<file path="src/rtl/frame_pattern_gen.sv">
// Test-pattern and frame-address generator for the dual SDRAM write ports and VGA read-back.
// Optional macro PATTERN_SCROLL_EN makes ramp and checker patterns scroll one pixel per frame.
module frame_pattern_gen #(
    parameter int              H_ACTIVE   = 640,
    parameter int              V_ACTIVE   = 480,
    parameter int              PIX_W      = 8,
    parameter int              ADDR_W     = 23,
    parameter logic [ADDR_W-1:0] BANK2_BASE = 23'h100000,
    parameter int              CHK_LOG2   = 5
) (
    input  logic                 iCLK,
    input  logic                 iRST,
    input  logic                 iEN,
    input  logic                 iREADY,
    input  logic [1:0]           iMODE,
    input  logic [3*PIX_W-1:0]   iSOLID_RGB,
    output logic                 oWR_VALID,
    output logic [15:0]          oWR1_DATA,
    output logic [15:0]          oWR2_DATA,
    output logic [ADDR_W-1:0]    oWR1_ADDR,
    output logic [ADDR_W-1:0]    oWR2_ADDR,
    output logic [ADDR_W-1:0]    oRD1_ADDR,
    output logic [ADDR_W-1:0]    oRD2_ADDR,
    output logic [12:0]          oCOL,
    output logic [12:0]          oROW,
    output logic                 oFRAME_START,
    output logic [15:0]          oFRAME_CNT
);

    localparam int NPIX   = H_ACTIVE * V_ACTIVE;
    localparam int IDX_W  = $clog2(NPIX);
    localparam int BAR_PX = H_ACTIVE / 8;
    localparam int SEG_W  = (BAR_PX > 1) ? $clog2(BAR_PX) : 1;

    typedef enum logic [1:0] {
        MODE_RAMP  = 2'd0,
        MODE_BARS  = 2'd1,
        MODE_CHK   = 2'd2,
        MODE_SOLID = 2'd3
    } mode_t;

    logic [12:0]      col;
    logic [12:0]      row;
    logic [IDX_W-1:0] idx;
    logic [2:0]       bar;
    logic [SEG_W-1:0] seg;
    logic [15:0]      frame_cnt;
    mode_t            mode;

    logic             accept;
    logic             last_col;
    logic             last_row;
    logic             last_seg;
    mode_t            eff_mode;

    assign accept   = iEN && iREADY && !iRST;
    assign last_col = (col == 13'(H_ACTIVE - 1));
    assign last_row = (row == 13'(V_ACTIVE - 1));
    assign last_seg = (seg == SEG_W'(BAR_PX - 1));
    // The first pixel of a frame already uses the newly selected mode.
    assign eff_mode = (idx == '0) ? mode_t'(iMODE) : mode;

    function automatic logic [2:0] bar_rgb(input logic [2:0] b);
        case (b)
            3'd0:    bar_rgb = 3'b111;
            3'd1:    bar_rgb = 3'b110;
            3'd2:    bar_rgb = 3'b011;
            3'd3:    bar_rgb = 3'b010;
            3'd4:    bar_rgb = 3'b101;
            3'd5:    bar_rgb = 3'b100;
            3'd6:    bar_rgb = 3'b001;
            default: bar_rgb = 3'b000;
        endcase
    endfunction

    function automatic logic [7:0] pack8(input logic [PIX_W-1:0] c);
        logic [7:0] t;
        t = '0;
        t[7 -: PIX_W] = c;
        return t;
    endfunction

    logic [PIX_W-1:0] ramp_v;
    logic             chk_bit;

`ifdef PATTERN_SCROLL_EN
    logic [12:0] scroll_col;
    assign ramp_v     = idx[PIX_W-1:0] + PIX_W'(frame_cnt[7:0]);
    assign scroll_col = 13'((14'(col) + 14'(frame_cnt[7:0])) % 14'(H_ACTIVE));
    assign chk_bit    = scroll_col[CHK_LOG2] ^ row[CHK_LOG2];
`else
    assign ramp_v  = idx[PIX_W-1:0];
    assign chk_bit = col[CHK_LOG2] ^ row[CHK_LOG2];
`endif

    logic [PIX_W-1:0] r;
    logic [PIX_W-1:0] g;
    logic [PIX_W-1:0] b;
    logic [2:0]       bar_bits;

    always_comb begin
        r        = '0;
        g        = '0;
        b        = '0;
        bar_bits = bar_rgb(bar);
        case (eff_mode)
            MODE_RAMP: begin
                r = ramp_v;
                g = ramp_v;
                b = ramp_v;
            end
            MODE_BARS: begin
                r = {PIX_W{bar_bits[2]}};
                g = {PIX_W{bar_bits[1]}};
                b = {PIX_W{bar_bits[0]}};
            end
            MODE_CHK: begin
                r = {PIX_W{chk_bit}};
                g = {PIX_W{chk_bit}};
                b = {PIX_W{chk_bit}};
            end
            default: begin
                r = iSOLID_RGB[3*PIX_W-1 -: PIX_W];
                g = iSOLID_RGB[2*PIX_W-1 -: PIX_W];
                b = iSOLID_RGB[PIX_W-1:0];
            end
        endcase
    end

    always_ff @(posedge iCLK) begin
        if (iRST) begin
            col          <= '0;
            row          <= '0;
            idx          <= '0;
            bar          <= '0;
            seg          <= '0;
            frame_cnt    <= '0;
            mode         <= MODE_RAMP;
            oWR_VALID    <= 1'b0;
            oWR1_DATA    <= '0;
            oWR2_DATA    <= '0;
            oWR1_ADDR    <= '0;
            oWR2_ADDR    <= BANK2_BASE;
            oRD1_ADDR    <= '0;
            oRD2_ADDR    <= BANK2_BASE;
            oCOL         <= '0;
            oROW         <= '0;
            oFRAME_START <= 1'b0;
        end else begin
            oWR_VALID <= accept;
            if (accept) begin
                mode         <= eff_mode;
                oWR1_DATA    <= {pack8(r), pack8(g)};
                oWR2_DATA    <= {pack8(b), 8'h00};
                oWR1_ADDR    <= ADDR_W'(idx);
                oWR2_ADDR    <= BANK2_BASE + ADDR_W'(idx);
                // Reads trail writes by exactly one pixel.
                oRD1_ADDR    <= oWR1_ADDR;
                oRD2_ADDR    <= oWR2_ADDR;
                oCOL         <= col;
                oROW         <= row;
                oFRAME_START <= (idx == '0);

                if (last_col) begin
                    col <= '0;
                    bar <= '0;
                    seg <= '0;
                    if (last_row) begin
                        row       <= '0;
                        idx       <= '0;
                        frame_cnt <= frame_cnt + 16'd1;
                    end else begin
                        row <= row + 13'd1;
                        idx <= idx + 1'b1;
                    end
                end else begin
                    col <= col + 13'd1;
                    idx <= idx + 1'b1;
                    if (last_seg) begin
                        seg <= '0;
                        bar <= bar + 3'd1;
                    end else begin
                        seg <= seg + 1'b1;
                    end
                end
            end
        end
    end

    assign oFRAME_CNT = frame_cnt;

endmodule

</file>
<file path="config.mk">
export PLATFORM = sky130hd
export DESIGN_NAME = frame_pattern_gen
export DESIGN_NICKNAME = d
export VERILOG_FILES = /design/src/rtl/frame_pattern_gen.sv
export SDC_FILE = /design/constraint.sdc
export NUM_CORES = 1
export LEC_CHECK = 0
export ABC_AREA = 1
export BUFFER_PORTS_ARGS = -buffer_cell sky130_fd_sc_hd__buf_2
export CAP_MARGIN = 20
export CORE_MARGIN = 5
export CORE_UTILIZATION = 30
export DETAILED_ROUTE_END_ITERATION = 16
export PLACE_DENSITY = 0.47
export REMOVE_ABC_BUFFERS = 1
export SLEW_MARGIN = 20
export SYNTH_ARGS = -nofsm -noshare
export SYNTH_HDL_FRONTEND = slang
export SYNTH_SLANG_ARGS = --single-unit
</file>
<file path="constraint.sdc">
create_clock -name iCLK -period 2.25 [get_ports iCLK]
set_input_delay 0.675 -clock iCLK [delete_from_list [all_inputs] [get_ports iCLK]]
set_output_delay 0.675 -clock iCLK [all_outputs]
set_load 0.02 [all_outputs]
</file>
==> impl_results.md <==
* Run status: complete, no violations
* Hold-fix buffer count after cts at 0
* Clk root buf: clkbuf_16
* CP dominant cell by count: inv_1
* IO Count at just under 200
* TritonCTS clock tree: built
* RR Startpoint: idx[1]
* R2R setup slack at 0.23 ns
* Port bufs at 173
* Final min period at a little over 2 ns
* Worst slew pin tran at about 0.8 ns
* Initial drt markers at 381
* Mapped Cells at 1,089
* Max-slew violations at 0
* Leak Pwr at around 0.0042 uW
* Initial antenna violation count at 0
* Crit path DAT at 2.29 ns
* Placed insts at 1,548
* Worst Setup Start Kind: register
* Buf/Inv on CP at 4
* Fin cells at 1,580
* Largest net degree at the start of global routing at between 60 and 70
* Slew HR at a little under half
* Clk_lat worst skew at between 0.4 and 0.5 ns
* WL met3 at roughly 880 um
* Detailed placement HPWL at about 16,000 um
* Routability cong. at slightly above 0.8
* Clock Tree Buf Depth at 2
* # nets final at 1,273
* Critical path class: reg -> reg
* Initial core utilization at a little under a third
* # diodes at 0
* Core area at approximately 26,000 um^2
* Gr ovfl total at 0
* Die Span Y at 173.5 um
* Total track usage at around 15%
* Fillers at 2,806
* Reg-to-reg endpoint: oWR2_DATA[15]
* Commonest non-fill, non-tap cells in the layout: nand2_1, buf_2, dfxtp_1, inv_1, nand3_1
* DRT Wirelength at between 20,000 and 25,000 um
* Crit path cell chain: inv_1, ha_1, nand3_1, inv_1, nand4_1, nand2_4, buf_4, nand3b_1, nand2_1, inv_1, o21ai_0, a21oi_1
* Yosys reg bits at 163
* Via density at around 4.6
* Clk sinks at about 160
* Metal-1 WL at 10,720 um
* Number of cells on the critical path at 12
* Maxcap violations at 0
* Post-CTS setup buffer count at 0
* Detail Route met2 WL at 10,750 um
* Die Wd at about 170 um
* RSZ-0062 raised after global routing: no
* Post-cts sizing count at 0
* Slowest CP cell: dfxtp_1
* First-pass GRT wire length at between 30,000 and 40,000 um
* Post-route cell area at around 9600 um^2
* CP Launch Point: idx[1]
* Num CTS Buffers at 17
* Vias at 7,241
* Largest delay share family, worst path: simple AND/OR/NAND/NOR gates
* Avg Cell Area, Syn at 7.367 um^2
* Worst hold path type: reg -> reg
* H-Tree Depth at 4
* VDD IR max at approximately 0.36 mV
* Finish-stage setup viols at 0
* Layout cells sized above 1 at between 20% and 30%
* Final Hold Vio Count at 0
* Share of the yosys chip area belonging to registers at around 41%
* Hold depth at 2
* Pwr Density at slightly below 700 nW/um^2
* Die ar. at 30,110 um^2
* Leading cell type in the layout, fill and taps excluded: nand2_1
* Dpl cell area at around 9000 um^2
* Hold Crit Start: oWR1_DATA[14]
* 1st-pass router iterations at 5
* Row count at a little under 60
* Critical Path End Type: register
* Fmax at 494.9 MHz
* Yosys cell types at 41
* Avg WL per Cell at 14.27 um
* Clock skew at roughly 0.013 ns
* Drc violations at 0
* Period utilisation layout at roughly nine tenths
* Largest stage delay, worst path at between 0.3 and 0.4 ns
* Crit Path Max Fanout at 16
* YS warnings at 0
* WP data required at 2.52 ns
* Vias in the first global route at between 6,000 and 7,000
* Area Overhead vs Synth at 19.90%
* FF-to-FF path depth at 12
* Antenna-violating nets left at 0
* Top layer in use: met4
* Clk pin slew, worst setup/hold paths at 0.07 ns
* Post-Syn Area at roughly 8000 um^2
* Hold path endpoint: oWR1_DATA[14]
## Yosys cell counts, drive strengths merged
cell type | number | area share [%]
xnor2 | 4 | 0.44
o21a | 2 | 0.19
or2 | 1 | 0.078
a21oi | 68 | 4.3
inv | 124 | 5.8
nor2 | 81 | 4.2
a221oi | 1 | 0.11
nand4 | 18 | 1.4
dfxtp | 163 | 41
xor2 | 27 | 2.9
buf | 81 | 7.5
nand2 | 203 | 9.9
o211ai | 1 | 0.094
conb | 2 | 0.094
clkbuf | 27 | 1.3
nand3 | 93 | 6.2
nor3 | 28 | 1.9
ha | 11 | 1.7
nor4 | 10 | 0.78
clkinv | 3 | 0.14
a211oi | 6 | 0.56
nor3b | 3 | 0.28
o22ai | 17 | 1.3
a31o | 1 | 0.11
o21ai | 84 | 5.3
nand3b | 28 | 2.6
a22oi | 2 | 0.19
## routing by layer
layer  track usage [%]  vias to the layer above
met2             25.41                      134
li1                  -                     3775
met3             3.293                       13
met4             3.492                        0
met1             19.30                     3319
met5                 0                        -
## cell families (layout without fill, tap and decap cells)
kind of cell / after synthesis / count (layout) / synth area share, %
other: 2 / 24 / 0.09361
AO/OA/AOI/OAI: 182 / 182 / 12.15
adder cells (fa/ha/maj): 11 / 11 / 1.716
XOR/XNOR: 31 / 31 / 3.384
buffers and inverters: 235 / 369 / 14.68
AND/OR/NAND/NOR: 465 / 465 / 27.31
flip-flops: 163 / 163 / 40.67
## how the worst max path moves through the flow
stage,endpoint,slack [ns]
floorplan,row[5],-1.61
global placement,row[4],0.13
detailed placement,idx[11],0.08
CTS,oWR2_DATA[15],0.18
global route,oWR1_DATA[13],0.03
finish,oWR2_DATA[15],0.23
## worst register-to-register path: stages, from the launching register on
cell      delay, ns
dfxtp_1        0.35
inv_1          0.12
ha_1           0.15
nand3_1        0.11
inv_1          0.15
nand4_1        0.17
nand2_4        0.22
buf_4          0.24
nand3b_1       0.12
nand2_1        0.07
inv_1          0.03
o21ai_0        0.06
a21oi_1        0.08
## cell type report
class | count | area (um^2) | area share [%]
flip-flops and latches | 163 | 3263 | 33.92
clock inverters | 14 | 186.4 | 1.938
multi-input cells | 713 | 3679 | 38.24
clock buffers | 18 | 439.2 | 4.566
inverters | 127 | 476.7 | 4.956
well taps | 335 | 419.2 | 4.357
repair buffers | 210 | 1156 | 12.02
## state kept, by name (all words and copies together) (netlist names)
register	count
bar	3
col	13
idx	19
mode	2
oCOL	13
oFRAME_CNT	16
oFRAME_START	1
oRD2_ADDR	19
oROW	13
oWR1_DATA	16
oWR2_ADDR	19
oWR2_DATA	8
oWR_VALID	1
row	13
seg	7
## where the power goes
part	leakage [uW]	total, uW	switching [uW]	internal [uW]
logic	0.00259	488	355	134
clock network	0.000304	3110	1380	1730
registers	0.00132	2930	18.1	2910
## stage by stage
step | TNS (ns) | utilization, % | setup WS, ns | hold slack (ns) | power (uW)
after global placement | 0 | 34.28 | 0.1259 | 0.4512 | 3489
after global routing | 0 | 36.71 | 0.02544 | 0.4863 | 6821
after detailed placement | 0 | 34.28 | 0.07802 | 0.4562 | 3490
after CTS | 0 | 36.66 | 0.1846 | 0.4667 | 6638
after floorplan | -126.45 | - | -1.606 | 0.4414 | 3278
final | 0 | 36.71 | 0.2296 | 0.4685 | 6529
No activity file was read; power rests on OpenSTA's default activity.
